--- config.mk ---
export PLATFORM = sky130hd
export DESIGN_NAME = cpu_gpr_mp
export DESIGN_NICKNAME = d
export VERILOG_FILES = /design/src/rtl/cpu_gpr_mp_pkg.sv /design/src/rtl/cpu_gpr_mp_clr_ctrl.sv /design/src/rtl/cpu_gpr_mp.sv
export SDC_FILE = /design/constraint.sdc
export NUM_CORES = 2
export LEC_CHECK = 0
export BUFFER_PORTS_ARGS = -buffer_cell sky130_fd_sc_hd__clkbuf_2
export CAP_MARGIN = 20
export CELL_PAD_IN_SITES_DETAIL_PLACEMENT = 0
export CELL_PAD_IN_SITES_GLOBAL_PLACEMENT = 1
export CORE_UTILIZATION = 49
export DETAILED_ROUTE_END_ITERATION = 6
export GPL_ROUTABILITY_DRIVEN = 1
export PLACE_DENSITY = 0.85
export SYNTH_ARGS = -nofsm -noshare
export SYNTH_HDL_FRONTEND = slang
export SYNTH_HIERARCHICAL = 1
export SYNTH_SLANG_ARGS = --single-unit
--- constraint.sdc ---
create_clock -name clk -period 5.2 [get_ports clk]
set_input_delay 0 -clock clk [delete_from_list [all_inputs] [get_ports clk]]
set_output_delay 0 -clock clk [all_outputs]
set_load 0.02 [all_outputs]
--- src/rtl/cpu_gpr_mp_pkg.sv ---
// Shared types and constants for the multi-port GPR file.
// Clear FSM encodings and default geometry live here.
package cpu_gpr_mp_pkg;

  localparam int GPR_DATA_W = 32;
  localparam int GPR_ADDR_W = 5;

  localparam logic ENABLE_N  = 1'b0;
  localparam logic DISABLE_N = 1'b1;

  typedef enum logic {
    GPR_ST_IDLE  = 1'b0,
    GPR_ST_CLEAR = 1'b1
  } gpr_state_e;

endpackage

--- src/rtl/cpu_gpr_mp_clr_ctrl.sv ---
// Sequential clear engine: walks the array one entry per cycle.
// Owns the IDLE/CLEAR FSM, the entry counter and busy.
module cpu_gpr_clr_ctrl
  import cpu_gpr_mp_pkg::*;
#(
  parameter int ADDR_W = GPR_ADDR_W
) (
  input  logic              clk,
  input  logic              reset,
  input  logic              clr_req,
  output logic              busy,
  output logic              wr_block,
  output logic              clr_we,
  output logic [ADDR_W-1:0] clr_addr
);

  gpr_state_e        state_q, state_d;
  logic [ADDR_W-1:0] clr_cnt_q, clr_cnt_d;

  always_comb begin
    state_d   = state_q;
    clr_cnt_d = clr_cnt_q;
    unique case (state_q)
      GPR_ST_IDLE: begin
        if (clr_req) begin
          state_d   = GPR_ST_CLEAR;
          clr_cnt_d = '0;
        end
      end
      GPR_ST_CLEAR: begin
        if (clr_cnt_q == '1) begin
          state_d   = GPR_ST_IDLE;
          clr_cnt_d = '0;
        end else begin
          clr_cnt_d = clr_cnt_q + 1'b1;
        end
      end
      default: begin
        state_d   = GPR_ST_CLEAR;
        clr_cnt_d = '0;
      end
    endcase
  end

  always_ff @(posedge clk) begin
    if (reset) begin
      state_q   <= GPR_ST_CLEAR;
      clr_cnt_q <= '0;
    end else begin
      state_q   <= state_d;
      clr_cnt_q <= clr_cnt_d;
    end
  end

  assign busy     = (state_q == GPR_ST_CLEAR);
  assign clr_we   = busy & ~reset;
  assign clr_addr = clr_cnt_q;

  // A clear request in IDLE also swallows that cycle's writes.
  assign wr_block = reset | busy | clr_req;

endmodule

--- src/rtl/cpu_gpr_mp.sv ---
// Parametrised GPR file: RD_PORTS combinational reads, two writes,
// same-cycle bypass and a RAM-friendly sequential clear.
module cpu_gpr_mp
  import cpu_gpr_mp_pkg::*;
#(
  parameter int DATA_W   = GPR_DATA_W,
  parameter int ADDR_W   = GPR_ADDR_W,
  parameter int RD_PORTS = 2,
  parameter int ZERO_REG = 0
) (
  input  logic                       clk,
  input  logic                       reset,
  input  logic [RD_PORTS*ADDR_W-1:0] rd_addr,
  output logic [RD_PORTS*DATA_W-1:0] rd_data,
  input  logic                       we0_n,
  input  logic [ADDR_W-1:0]          wr_addr0,
  input  logic [DATA_W-1:0]          wr_data0,
  input  logic                       we1_n,
  input  logic [ADDR_W-1:0]          wr_addr1,
  input  logic [DATA_W-1:0]          wr_data1,
  input  logic                       clr_req,
  output logic                       busy
);

  localparam int DEPTH = 2 ** ADDR_W;
  localparam logic ZR  = (ZERO_REG != 0);

  logic [DATA_W-1:0] mem_q [DEPTH];

  logic              wr_block;
  logic              clr_we;
  logic [ADDR_W-1:0] clr_addr;

  logic w0_en, w1_en, w0_keep;

  cpu_gpr_clr_ctrl #(
    .ADDR_W (ADDR_W)
  ) u_clr (
    .clk      (clk),
    .reset    (reset),
    .clr_req  (clr_req),
    .busy     (busy),
    .wr_block (wr_block),
    .clr_we   (clr_we),
    .clr_addr (clr_addr)
  );

  always_comb begin
    w0_en = (we0_n == ENABLE_N) & ~wr_block;
    w1_en = (we1_n == ENABLE_N) & ~wr_block;
    if (ZR && wr_addr0 == '0) w0_en = 1'b0;
    if (ZR && wr_addr1 == '0) w1_en = 1'b0;
    w0_keep = w0_en & ~(w1_en & (wr_addr0 == wr_addr1));
  end

  // No reset on the array so it can map onto RAM.
  always_ff @(posedge clk) begin
    if (clr_we) begin
      mem_q[clr_addr] <= '0;
    end else begin
      if (w0_keep) mem_q[wr_addr0] <= wr_data0;
      if (w1_en)   mem_q[wr_addr1] <= wr_data1;
    end
  end

  for (genvar k = 0; k < RD_PORTS; k++) begin : g_rd
    logic [ADDR_W-1:0] ra;
    logic [DATA_W-1:0] lane;

    assign ra = rd_addr[k*ADDR_W +: ADDR_W];

    always_comb begin
      lane = mem_q[ra];
      if (busy) begin
        lane = '0;
      end else if (ZR && ra == '0) begin
        lane = '0;
      end else if (w1_en && wr_addr1 == ra) begin
        lane = wr_data1;
      end else if (w0_en && wr_addr0 == ra) begin
        lane = wr_data0;
      end
    end

    assign rd_data[k*DATA_W +: DATA_W] = lane;
  end

endmodule

==> impl_metrics.toml <==
[pwr]
internal_power_uw = 13930
pwr-share-comb = 0.073
seqPwrFrac = 0.494
swShare = 0.2397
power.total_uw = 18330
vdd_drop_max_uv = 268.0
powerDensity_nw_per_um2 = 279.3
clkPwrFrac = 0.433
leakagePower_uw = 0.02330
switchingPower_uw = 4393

[synth]
synth_area_um2 = 59900
synth_commonest_cells = "nand2_1 (1085), edfxtp_1 (1024), o21ai_0 (1020)"
syn_nets = 5249
synthDistinctLibCells = 58
synth_top_area_frac = 0.5133
ys.warnings.count = 6
yosys_register_bits = 1030
ys_dominant_reg_cell = "edfxtp_1"
synth.area.top_cells = "edfxtp_1 (51%), mux4_2 (17%), o21ai_0 (8.5%), nand2_1 (6.8%), clkbuf_1 (2.4%)"
avgSynthCellArea_um2 = 11.62
synth_edf_count = 1024
synth_area_leader_cell = "edfxtp_1"
synth-async-reset-ratio = 0
synth_most_common_cell = "nand2_1"
ys_seq_area_frac = 0.5153
synth_cells = 5157

[routing]
drt_iter0_markers = 7437
dr.pass1.iters = 7
drc = 0
vias = 46150
drt_wl_total_mm = 216.3
antenna_left = 0
wl_per_cell_um = 32.71
via_per_inst = 6.978

[sta]
hold_viol = 2
worst_slew_pin_slew_ns = 1.217
finalSetupViolations = 0
fin_skew_ns = 0.02382
holdWs_ns = -0.009697
rsz0062_at_grt = "false"
slew_headroom = 0.1889
fmax_mhz = 213.0
timing.setup.tns_ns = 0
slew_violations = 0
post-route-min-period_ns = 4.695
period_share = 0.9028

[die]
dieHeight_um = 351.6
rows = 127
start_util = 0.4967
core_um2 = 120600
die_x_um = 351.6
io_pins = 154
die_area_um2 = 123700

[global_route]
grt_usage = 0.3482
grt_first_pass_wirelength_mm = 307.8
grt_max_degree = 99
grt-ovfl-total = 0
grt_pass1_vias = 44209
antenna_found_initial = 9

[clock_network]
cts_sinks = 1030
cts_tree = "yes"
clkLatencyLatePin_ns = 0.71
htree_levels = 3
clock_path_buffers = 3
root_buffer = "clkbuf_16"
path_clk_slew_ns = 0.06
cts_made_buffers = 107

[worst_setup_path]
timing.rr.start = "u_clr/busy"
critPathArrivalTime_ns = 4.69
crit_chain = "or3_1, or2_1, buf_4, o31a_2, nand2b_1, o21ai_0, clkbuf_2"
critPathCaptureType = "output pin"
critical_path_required_ns = 5.20
cp_slowest_cell = "o31a_2"
worstSetupPathType = "register to output pin"
cp-startpoint = "u_clr/busy"
cp_max_fo = 33
cp-start-kind = "register"
cpPeakStageDelay_ns = 0.99

[run_status]
violations = "hold timing"
status = "finished with violations"

[cells_and_area]
fill_cells = 9703
multi_input_area_um2 = 26510
final_nets = 4998
drive_gt1_frac = 0.2021
syn2layout_area_growth_pct = 9.539
regArea_um2 = 30870

[placed_design]
place_congestion = 0.9879
port_buffers = 153
place_hpwl_mm = 129.9

[job]
drv_cap = 0

[min_path]
min_from = "wr_data0[15]"
hp-class = "primary input to register"
## layout by cell type (no fill, tap or decap), types with 45 or more instances in the layout
cell type	count
a21oi_1	92
a22oi_1	83
buf_4	121
clkbuf_16	107
clkbuf_2	147
edfxtp_1	1024
mux2i_1	135
mux4_2	448
nand2_1	1085
nor3_1	47
o21ai_0	1020
o21ai_1	45
o221ai_1	64
o22ai_1	90
## registers in the layout, summed over array words and instances (netlist names)
signal and count:
u_clr/clr_addr 5, mem_q 1024, u_clr/busy 1
## per-layer routing
metal / global-route usage / vias to the layer above / part of all wire
met4: 0.1870 / 2 / 0.061
li1: - / 19152 / -
met2: 0.5292 / 4034 / 0.45
met5: 0 / - / 0.000032
met1: 0.4451 / 22168 / 0.33
met3: 0.1108 / 794 / 0.16
## metrics by stage
| stage | utilization | hold WS, ns | cells | area (µm²) | worst slack [ns] |
|---|---|---|---|---|---|
| 2_1_floorplan | - | 0.06907 | 5157 | 59900 | 0.8347 |
| 3_3_place_gp | 0.5085 | 0.2786 | 6370 | 61330 | 0.9999 |
| 6_report | 0.5441 | -0.009697 | 6614 | 65620 | 0.5053 |
| 4_1_cts | 0.5402 | 0.06767 | 6587 | 65150 | 0.8017 |
| 3_5_place_dp | 0.5105 | 0.2896 | 6380 | 61560 | 0.9943 |
| 5_1_grt | 0.5440 | 0.02032 | 6613 | 65610 | 0.6570 |
## critical path, delay by kind of cell, from the launching register on
family                 cells  cell delay (ns)
AND/OR/NAND/NOR            3             1.39
flip-flops                 1             0.32
AO/OA/AOI/OAI              2             1.75
buffers and inverters      2             0.50
## worst paths after layout
path / to / slack [ns] / cells after the start
worst max-delay path: rd_data[31] / 0.51 / 7
worst min-delay path: mem_q[24][15] / -0.01 / 3
worst max register to register: mem_q[5][14] / 0.87 / 8
worst min register to register: u_clr/clr_addr[0] / 0.64 / 2
## cells by family (layout without fill, tap and decap cells)
family / count (synthesis) / count (layout) / synth area share
muxes: 585 / 585 / 0.1915
DFF: 1030 / 1030 / 0.5153
xor gates and xnor gates: 25 / 25 / 0.003655
and+or+nand+nor: 1244 / 1244 / 0.08393
other: 0 / 4 / 0
AOI/OAI and AO/OA: 1583 / 1583 / 0.1535
adders and majority gates: 3 / 3 / 0.0006267
buffers and inverters: 687 / 528 / 0.05149
## power by group through the flow
stage          combinational [µW]  clock [µW]  sequential (µW)
3_5_place_dp                 1260           0             9230
3_3_place_gp                 1260           0             9230
6_report                     1330        7940             9060
2_1_floorplan                 790           0             9230
5_1_grt                      1350        8190             9060
4_1_cts                      1270        7920             9060
## area by class of cell
cell class                 instances  area share
clock inverter                    77     0.01197
tap                             1612     0.03074
timing repair buffer             321     0.04050
antenna                            4   0.0001525
inverter                           6   0.0003432
clock buffer                     124     0.04178
sequential                      1030      0.4705
multi-input combinational       3440      0.4041
## repair_timing
item,CTS,global route
endpoints found under the hold margin,52,17
resized for setup,0,0
buffers inserted,0,0
hold buffers,6,5
Note: power is estimated with default switching activity, not from simulation.
